### config.mk
export PLATFORM = sky130hd
export DESIGN_NAME = hazard_scoreboard
export DESIGN_NICKNAME = d
export VERILOG_FILES = /design/src/rtl/hazard_scoreboard.sv
export SDC_FILE = /design/constraint.sdc
export NUM_CORES = 1
export LEC_CHECK = 0
export CORE_MARGIN = 2
export CORE_UTILIZATION = 26
export DETAILED_ROUTE_END_ITERATION = 6
export GPL_TIMING_DRIVEN = 1
export PLACE_DENSITY_LB_ADDON = 0.1
export SLEW_MARGIN = 10
export SYNTH_ARGS = -nofsm -noshare
export SYNTH_HDL_FRONTEND = slang
export SYNTH_SLANG_ARGS = --single-unit
### constraint.sdc
create_clock -name clk -period 16.1 [get_ports clk]
set_input_delay 2.415 -clock clk [delete_from_list [all_inputs] [get_ports clk]]
set_output_delay 2.415 -clock clk [all_outputs]
set_load 0.01 [all_outputs]
### src/rtl/hazard_scoreboard.sv
// hazard_scoreboard
//   Register-hazard scoreboard for the issue stage. Every in-flight
//   destination register carries a latency countdown. Issue is stalled on
//   RAW (a source is not yet available) and WAW (the destination is still
//   pending) hazards.
//
// Optional feature macro: SCOREBOARD_FORWARD_EN
//   defined   : a source whose count is 1 is ready and reported on rs_fwd
//   undefined : a source is ready only at count 0, and rs_fwd is tied low
//
// Ports
//   clk          in   rising-edge clock
//   rst          in   asynchronous active-low reset; clears every entry
//   flush        in   synchronous clear of all pending entries
//   issue_valid  in   instruction presented for issue
//   issue_rd_we  in   instruction writes a destination register
//   issue_rd     in   destination register
//   issue_lat    in   cycles until writeback (0 -> 1, above MAX_LAT -> MAX_LAT)
//   rs_valid     in   per-port source-in-use flags
//   rs_addr      in   packed source addresses, port i at [i*AW +: AW]
//   stall        out  issue blocked this cycle (combinational)
//   issue_accept out  issue_valid && !stall && !flush
//   rs_fwd       out  per-port "take operand from bypass"
//   busy_vec     out  pending mask derived from registered counts
//   busy_count   out  population count of busy_vec
module hazard_scoreboard #(
    parameter int NUM_REGS   = 32,
    parameter int READ_PORTS = 2,
    parameter int MAX_LAT    = 4,
    parameter int AW         = $clog2(NUM_REGS),
    parameter int LW         = $clog2(MAX_LAT + 1)
) (
    input  logic                             clk,
    input  logic                             rst,
    input  logic                             flush,
    input  logic                             issue_valid,
    input  logic                             issue_rd_we,
    input  logic [AW-1:0]                    issue_rd,
    input  logic [LW-1:0]                    issue_lat,
    input  logic [READ_PORTS-1:0]            rs_valid,
    input  logic [READ_PORTS*AW-1:0]         rs_addr,
    output logic                             stall,
    output logic                             issue_accept,
    output logic [READ_PORTS-1:0]            rs_fwd,
    output logic [NUM_REGS-1:0]              busy_vec,
    output logic [$clog2(NUM_REGS+1)-1:0]    busy_count
);

    localparam int CW = $clog2(NUM_REGS + 1);

    logic [LW-1:0] count_q [NUM_REGS];
    logic [LW-1:0] count_d [NUM_REGS];
    logic [LW-1:0] lat_norm;
    logic          raw;
    logic          waw;
    logic [AW-1:0] src;
    logic [LW-1:0] src_cnt;

    // Latency normalisation: 0 behaves as 1, oversize saturates.
    always_comb begin
        if (issue_lat == '0) begin
            lat_norm = LW'(1);
        end else if (int'(issue_lat) > MAX_LAT) begin
            lat_norm = LW'(MAX_LAT);
        end else begin
            lat_norm = issue_lat;
        end
    end

    // Source readiness. count_q[0] is always 0, so x0 never stalls and
    // never forwards.
    always_comb begin
        raw     = 1'b0;
        rs_fwd  = '0;
        src     = '0;
        src_cnt = '0;
        for (int unsigned i = 0; i < READ_PORTS; i++) begin
            src     = rs_addr[i*AW +: AW];
            src_cnt = count_q[src];
`ifdef SCOREBOARD_FORWARD_EN
            // A result landing at the coming edge is on the bypass network.
            if (rs_valid[i] && (src != '0) && (src_cnt == LW'(1))) begin
                rs_fwd[i] = 1'b1;
            end
            if (rs_valid[i] && (src_cnt > LW'(1))) begin
                raw = 1'b1;
            end
`else
            if (rs_valid[i] && (src_cnt != '0)) begin
                raw = 1'b1;
            end
`endif
        end
    end

    assign waw          = issue_rd_we && (issue_rd != '0) && (count_q[issue_rd] != '0);
    assign stall        = issue_valid && (raw || waw);
    assign issue_accept = issue_valid && !stall && !flush;

    // Per-register update: flush, then allocation, then countdown.
    always_comb begin
        for (int unsigned r = 0; r < NUM_REGS; r++) begin
            count_d[r] = count_q[r];
            if (r == 0) begin
                count_d[r] = '0;
            end else if (flush) begin
                count_d[r] = '0;
            end else if (issue_accept && issue_rd_we && (issue_rd == AW'(r))) begin
                count_d[r] = lat_norm;
            end else if (count_q[r] != '0) begin
                count_d[r] = count_q[r] - LW'(1);
            end
        end
    end

    always_ff @(posedge clk or negedge rst) begin
        if (!rst) begin
            for (int unsigned r = 0; r < NUM_REGS; r++) begin
                count_q[r] <= '0;
            end
        end else begin
            for (int unsigned r = 0; r < NUM_REGS; r++) begin
                count_q[r] <= count_d[r];
            end
        end
    end

    always_comb begin
        busy_vec   = '0;
        busy_count = '0;
        for (int unsigned r = 0; r < NUM_REGS; r++) begin
            if (count_q[r] != '0) begin
                busy_vec[r] = 1'b1;
                busy_count  = busy_count + CW'(1);
            end
        end
    end

endmodule

=== After elaboration in Yosys (flattened, before gate mapping) ===
Cells that the tools add are included.

* Add/subtract/negate cells: 61
* Eq/ne operators: 31
* Multiplexer cells: 168
* Reductions and logical operators: 109
* Bitwise gates (word level): 3
* $lt $le $gt $ge: 4

{| class="wikitable"
|+ Operators by type and width
! kind !! count
|-
| 2-to-1 mux 3 bit || 101
|-
| nonzero test 3 bit || 65
|-
| adder 6 x 1 -> 6 bit (second input constant) || 30
|-
| 2-to-1 mux 6 bit || 30
|-
| subtractor 3 x 1 -> 3 bit (second input constant) || 31
|-
| equality test 5 bit (second input constant) || 16
|-
| binary-select mux 3 bit (select 5 bit) || 3
|-
| equality test 5 x 4 -> 1 bit (second input constant) || 8
|-
| logical AND 1 bit || 39
|-
| 2-to-1 mux 1 bit || 34
|-
| equality test 5 x 3 -> 1 bit (second input constant) || 4
|-
| greater-or-equal comparator 6 bit (second input constant) || 3
|-
| inverter 5 -> 6 bit || 3
|-
| equality test 5 x 2 -> 1 bit (second input constant) || 2
|-
| equality test 5 x 1 -> 1 bit (second input constant) || 1
|-
| nonzero test 5 bit || 1
|-
| > comparator 3 bit (second input constant) || 1
|-
| logical NOT 3 bit || 1
|-
| logical NOT 1 bit || 2
|-
| logical OR 1 bit || 1
|}

* Register bits after elaboration: 93
* Output and inout port bits: 42
* Bits of input ports: 25
* Logic and storage cells: 407

=== Longest topological paths before layout ===
Gate-level depths: netlist of run 1.

* Depth in word-level cells: 62
* Mapped depth: 86
* Depth with buffers taken out: 86

=== Worst setup path after synthesis of run 1 ===
OpenSTA, ideal clock, no wires.

* Path type: reg-to-output
* Start point: register count_q[90] (netlist name)
* End point: output busy_count[4]
* Arrival time: 14432 ps
* Buffers on the path: 1
* Required time: 13685 ps
* Setup slack: -747 ps
* Stages on the path, launching flop included: 84
* Cells stage by stage: dfrtp_1 inv_1 ha_1 ha_1 ha_1 clkbuf_1 xnor2_1 inv_1 ha_1 xnor3_1 a22oi_1 o31a_1 ha_1 nand2_1 a211oi_1 a21o_1 xnor2_1 o21ai_0 (+48 left out) xor2_1 a21oi_1 ha_1 nand2_1 a21oi_1 a21oi_1 a41oi_1 ha_1 mux2_2 ha_1 nor2_1 nor2_1 ha_1 nand2_1 nor2_1 maj3_1 o21ai_1 xnor2_1

* Word-level cells in the longest chain between the ends: 62

{| class="wikitable"
|+ Ends and longest elaborated chain
! element !! RTL line !! text
|-
| start: declaration || 51 || <nowiki>logic [LW-1:0] count_q [NUM_REGS];</nowiki>
|-
| start signal: indexed assignment || 123 || <nowiki>count_q[r] <= count_d[r];</nowiki>
|-
| nonzero test 3 bit * || 132 || <nowiki>if (count_q[r] != '0) begin</nowiki>
|-
| 2-to-1 mux 1 bit * || 132 ||
|-
| adder 6 x 1 -> 6 bit || 134 || <nowiki>busy_count = busy_count + CW'(1);</nowiki>
|-
| 2-to-1 mux 6 bit * || 132 ||
|-
| adder 6 x 1 -> 6 bit || 134 ||
|-
| 2-to-1 mux 6 bit * || 132 ||
|-
| adder 6 x 1 -> 6 bit || 134 ||
|-
| 2-to-1 mux 6 bit * || 132 ||
|-
| (+46 left out) || n/a ||
|-
| adder 6 x 1 -> 6 bit || 134 ||
|-
| 2-to-1 mux 6 bit * || 132 ||
|-
| adder 6 x 1 -> 6 bit || 134 ||
|-
| 2-to-1 mux 6 bit * || 132 ||
|-
| adder 6 x 1 -> 6 bit || 134 ||
|-
| 2-to-1 mux 6 bit * || 132 ||
|-
| adder 6 x 1 -> 6 bit || 134 ||
|-
| 2-to-1 mux 6 bit * || 132 ||
|-
| end: declaration || 46 || <nowiki>output logic [$clog2(NUM_REGS+1)-1:0] busy_count</nowiki>
|}

Every way passes the cells marked *; elsewhere a longest branch is shown, timed or not.

=== Final worst setup path of run 1 ===
* Start point: register count_q[87] (netlist name)
* End point: output busy_count[4]

* Word-level cells in the longest chain between the ends: 60

{| class="wikitable"
|+ Ends and longest elaborated chain
! element !! RTL line
|-
| nonzero test 3 bit * || 132
|-
| 2-to-1 mux 6 bit * || 132
|-
| adder 6 x 1 -> 6 bit || 134
|-
| 2-to-1 mux 6 bit * || 132
|-
| adder 6 x 1 -> 6 bit || 134
|-
| 2-to-1 mux 6 bit * || 132
|-
| adder 6 x 1 -> 6 bit || 134
|-
| 2-to-1 mux 6 bit * || 132
|-
| (+44 left out) || n/a
|-
| adder 6 x 1 -> 6 bit || 134
|-
| 2-to-1 mux 6 bit * || 132
|-
| adder 6 x 1 -> 6 bit || 134
|-
| 2-to-1 mux 6 bit * || 132
|-
| adder 6 x 1 -> 6 bit || 134
|-
| 2-to-1 mux 6 bit * || 132
|-
| adder 6 x 1 -> 6 bit || 134
|-
| 2-to-1 mux 6 bit * || 132
|}

Marks and branches as above.

==> key figures, run 1 <==
Outcome
  • Status: finished, violations left
  • Failing checks: setup timing

Route
  • Initial DRC Count: 536
  • Drt total wl: between 30000 and 40000 um
  • TritonRoute pass-1 iters: 5
  • Post-route DRC: 0
  • Post-DRT Antenna Nets: 0
  • WL per Instance: 16.0 um
  • Via density: 4.75
  • Total number of vias: just over 10000

Clock network
  • Clk sink count: 93
  • Worst-Skew Late Latency: about 350 ps
  • Cts bufs inserted: 9
  • Hold Buf Count CTS: 0
  • CTS tree: built
  • H-tree Lvls: 3
  • Root Driver: clkbuf_16
  • CTS max path bufs: 2
  • CTS clock-pin slew for the worst setup and hold paths: 70 ps

Worst setup path
  • Setup CP Type: reg -> out
  • Worst EP required: 13690 ps
  • Startpoint types: flop
  • Crit path capture type: output pin
  • Crit-path slowest cell: mux4_2
  • Most common cell on crit path: ha_1
  • Arrival time worst endpoint: 14410 ps
  • Slowest stage delay, CP: 520 ps
  • CP Max Fanout: 4

Run
  • Max Cap Viol: 0

Yosys
  • Mapped cell area: 11300 um^2
  • Yosys cell types: 84
  • Ys Warns: 0
  • Synth Instances: ~1400
  • Post-synth EDFFs: 0
  • Main flop type after synthesis: dfrtp_1
  • Share of flip-flops with an asynchronous set or reset: 100%
  • Seq/Total Area, Yosys: 20.5%
  • Seq cells post-synth: 93
  • Synthesized area per cell: roughly 8 um^2

Timing
  • Final hold vios: 0
  • RSZ-0062 raised after global routing: true
  • Period minus WS final: approximately 17000 ps
  • Clock skew: roughly 7.8 ps
  • Slew Viols, Final: 0
  • Final setup viols: 5
  • Setup TNS: -3000 ps
  • Final WS setup: -729 ps
  • Worst slew pin tran: 1130 ps
  • Peak Freq: between 0.05 and 0.06 GHz
  • Relative slew slack: around 24%
  • Period utilization: 105%

Die
  • # rows: 76
  • Die Wd: 213 um
  • Initial Util: 26.3%
  • # IOs: between 60 and 70
  • Die Area: between 40000 and 50000 um^2
  • Core area: 43100 um^2
  • Die Y: 213 um

Layout
  • Layout area overhead: 25.0%
  • Commonest cells after routing, fill and taps aside: nor2_1 (259), buf_4 (143), a21oi_1 (119), nand2_1 (109), inv_1 (95)
  • Area of the multi-input gates: ~8700 um^2
  • Fill count: 4607
  • Share of layout cells above drive strength 1: 19.1%
  • Biggest regs: count_q: 93 flops
  • Final core occ: 32.9%
  • Biggest register: count_q
  • Number of flip-flops in the largest register: 93
  • Register area: 2330 um^2
  • Most common cell after layout, fill and taps aside: nor2_1
  • # diodes: 0
  • Nets: 1709

Hold path
  • HP Class: reg -> reg

Placement
  • IO Port Bufs: 63
  • Global placer's final weighted congestion: 0.796
  • Post-DP HPWL: 26100 um

Global routing
  • Initial antenna violation count: 0
  • Grt ovf: 0
  • First-pass GRT wire length: ~56000 um
  • Vias in the first global route: slightly above 10000
  • Largest net degree at the start of global routing: 67
  • Total GRT Usage: 15.6%
## path summary, 6_finish.rpt
| check | from | to | slack, ps | depth (start not counted) |
|---|---|---|---|---|
| setup / recovery | count_q[87] | busy_count[4] | -730 | 87 |
| hold / removal | count_q[33] | count_q[33] | 580 | 2 |
| setup reg to reg | count_q[79] | count_q[42] | 11600 | 15 |
| hold reg to reg | count_q[33] | count_q[33] | 580 | 2 |
| max in group asynchronous | rst | count_q[78] | 12820 | 2 |
| min in group asynchronous | rst | count_q[88] | 1990 | 1 |
## through the flow
stage	hold WS [ps]	area (um^2)	std cells	worst slack [ps]
after floorplan	521	11500	1440	4.28
after global placement	559	13500	2148	-1120
after detailed placement	566	13500	2148	-1330
after CTS	583	14000	2174	-936
after global routing	608	14200	2180	-1720
final	580	14200	2180	-729
## metal layers
metal | up-vias | track usage (%) | routed length, um
met3 | 19 | 1.21 | 828
met4 | 0 | 2.72 | 293
met1 | 4959 | 23.1 | 18200
met5 | - | 0 | 0
li1 | 5278 | - | -
met2 | 106 | 25.1 | 15500
## cell usage after synthesis, types with 9 or more instances
cell type / instances / share of area [%]
o21ai_0: 30 / 1.3
mux2i_1: 37 / 3.3
or3_1: 16 / 0.88
xnor2_1: 92 / 7.1
nor2_1: 264 / 8.7
clkinv_1: 9 / 0.30
nand2_1: 114 / 3.8
ha_1: 94 / 10
mux4_2: 28 / 5.6
nand3_1: 32 / 1.4
xnor2_2: 11 / 1.6
nor3_1: 49 / 2.2
a21oi_1: 126 / 5.6
nand4_1: 10 / 0.55
o221ai_1: 12 / 0.93
clkbuf_1: 56 / 1.9
inv_1: 99 / 3.3
xor2_1: 30 / 2.3
a211oi_1: 46 / 3.0
nor2b_1: 32 / 1.8
dfrtp_1: 93 / 21
## final cells by class
class	count	share of cell area [%]
Multi-Input combinational cell	1163	61.3
Sequential cell	93	16.4
Timing Repair Buffer	207	12.1
Tap cell	585	5.17
Inverter	116	3.09
Clock buffer	11	1.71
Clock inverter	5	0.247
## critical path, delay by kind of cell, from the launching register on
family | cells | cell delay, ps
muxes | 3 | 920
xor gates and xnor gates | 13 | 2140
DFF | 1 | 360
adders and majority gates | 18 | 4470
buffers and inverters | 7 | 800
AOI/OAI and AO/OA | 27 | 3630
and+or+nand+nor | 19 | 1720
## cell families after synthesis
kind of cell	count (synthesis)	synth area share [%]
buf+inv	184	6.36
compound gates	285	16.2
flops	93	20.5
other cells	1	0.0331
mux	69	9.27
xor+xnor	153	15.2
fa+ha+maj	96	10.6
simple gates	557	21.9
## what timing repair did
action,CTS,global route
setup buffers,10,6
endpoints found under the setup margin,5,5
resized for setup,53,22
pin swaps,60,45
Power of run 1 is not shown: default switching activity piles up to over one toggle a cycle in this logic, so the estimate is an artifact.
==> run 2, diff against run 1 <==
- CORE_MARGIN: 2 -> unset
- PLACE_DENSITY: unset -> 0.51
- PLACE_DENSITY_LB_ADDON: 0.1 -> unset
==> run 2 against run 1 <==
Compared with the run above: the flow still finishes with violations (setup timing); fmax is 1.4% lower; via count is 1.8% higher; die area is 1.9% lower; critical endpoint unchanged; highest routed layer unchanged; register-to-register slack better by 120 ps; first-iteration DRC count is 4.1% lower.
==> key figures, run 2 (synthesized netlist as in run 1, its figures left out) <==
Route
  • Post-DRT Antenna Nets: 0
  • Via density: 4.82
  • WL per Instance: 14.9 um
  • Initial DRC Count: 514
  • TritonRoute pass-1 iters: 5
  • Post-route DRC: 0
  • Total number of vias: 10600
  • Drt total wl: about 33000 um

Worst setup path
  • Setup CP Type: reg -> out
  • Crit path capture type: output pin
  • Top cell family by delay on the critical path: adder cells
  • Most common cell on crit path: ha_1
  • Slowest stage delay, CP: slightly above 500 ps
  • Startpoint types: flop
  • CP Max Fanout: 3
  • Arrival time worst endpoint: 14650 ps
  • Worst EP required: 13690 ps
  • Stages on the worst setup path: 87
  • Reg2reg end: count_q[84]
  • Critical path buffers and inverters: 7
  • Crit-path slowest cell: mux4_2
  • Start of the worst register-to-register path: count_q[79]
  • CP Launch Point: count_q[88]
  • Worst Setup EP: busy_count[4]
  • Worst R2R Setup Slack: 11720 ps
  • R2r worst-path depth: 14

Die
  • Initial Util: 26.4%
  • Die Y: 211 um
  • # rows: 76
  • Core area: approximately 43000 um^2
  • Die Wd: 211 um
  • # IOs: 67
  • Die Area: 44400 um^2

Layout
  • Layout area overhead: 26.4%
  • Post-route cell area: 14300 um^2
  • Nets: 1719
  • Commonest cells after routing, fill and taps aside: nor2_1 (259), buf_4 (151), a21oi_1 (118), nand2_1 (108), dfrtp_1 (93)
  • Biggest regs: count_q: 93 flops
  • Fill count: 4501
  • Biggest register: count_q
  • Non-filler cells, final: 2187
  • Number of flip-flops in the largest register: 93
  • # diodes: 0
  • Share of layout cells above drive strength 1: 20.5%
  • Most common cell after layout, fill and taps aside: nor2_1

Timing
  • Final WS setup: -966 ps
  • RSZ-0062 raised after global routing: true
  • Final setup viols: 5
  • Period minus WS final: 17070 ps
  • Clock skew: 5.47 ps
  • Relative slew slack: 24.0%
  • Slew Viols, Final: 0
  • Peak Freq: 0.0586 GHz
  • Setup TNS: -3620 ps
  • Final hold vios: 0
  • Worst slew pin tran: between 1000 and 1500 ps
  • Period utilization: 106%

Clock network
  • H-tree Lvls: 3
  • Cts bufs inserted: 9
  • Root Driver: clkbuf_16
  • CTS max path bufs: 2
  • CTS tree: built
  • CTS clock-pin slew for the worst setup and hold paths: 70 ps
  • Worst-Skew Late Latency: 350 ps
  • Clk sink count: 93

Placement
  • IO Port Bufs: 63
  • Global placer's final weighted congestion: 0.797
  • Placed inst area: about 13000 um^2
  • Placed cell count: between 2000 and 2500
  • Post-DP HPWL: roughly 24000 um

Outcome
  • Status: finished, violations left
  • Failing checks: setup timing

Run
  • Max Cap Viol: 0

Global routing
  • Largest net degree at the start of global routing: between 90 and 100
  • Grt ovf: 0
  • Total GRT Usage: 14.7%
  • Initial antenna violation count: 0
  • First-pass GRT wire length: 52800 um
  • Vias in the first global route: 10200

Hold path
  • HP Class: reg -> reg
## run 2: cell count changes in the layout (fill, tap and decap cells not counted), sizes merged
cell / before / now
buf: 151 / 161
clkinv: 12 / 9
bufinv: 0 / 1
inv: 108 / 107
## run 2: what timing repair did
action,in CTS,in global routing
gates resized for setup,54,46
hold buffers,0,0
gates cloned,0,0
pin swaps,62,51
endpoints found under the setup margin,5,5
buffers inserted,29,12
## run 2: worst min-delay path by stage
stage	start	cells after the start	slack [ps]	to
after global placement	count_q[48]	2	550	count_q[48]
after CTS	count_q[66]	2	580	count_q[66]
after floorplan	count_q[78]	2	520	count_q[78]
final	count_q[75]	2	580	count_q[75]
after detailed placement	count_q[48]	2	560	count_q[48]
after global routing	count_q[15]	2	610	count_q[15]
## run 2: worst min-delay path: cells and delay by family (launching register included)
| kind | cells | cell delay (ps) |
|---|---|---|
| AO/OA/AOI/OAI | 1 | 80 |
| flip-flops | 1 | 380 |
| AND/OR/NAND/NOR | 1 | 80 |
## run 2: per-stage QoR
step           setup WS (ps)  hold slack (ps)  utilization [%]
2_1_floorplan           4.28              521                -
3_3_place_gp            -932              553             31.2
3_5_place_dp           -1330              564             31.2
4_1_cts                 -919              578             32.6
5_1_grt                -1890              605             33.3
6_report                -966              577             33.3
## run 2: final cells by class
cell class	count	area [um^2]	share of cell area (%)
multi-input cells	1163	8770	61.2
clock inverters	2	37.5	0.262
flip-flops and latches	93	2330	16.3
repair buffers	217	1780	12.4
inverters	116	445	3.11
well taps	585	732	5.11
clock buffers	11	233	1.63
## run 2: layer usage
layer  global-route usage, %  share of wire [%]  vias to the layer above
li1                        -                  -                     5286
met1                    19.9                 48                     5052
met2                    24.7                 46                      179
met3                    1.93                3.9                       35
met4                    3.62                1.7                        0
met5                       0                  0                        -
Power of run 2 is left out for the same reason.
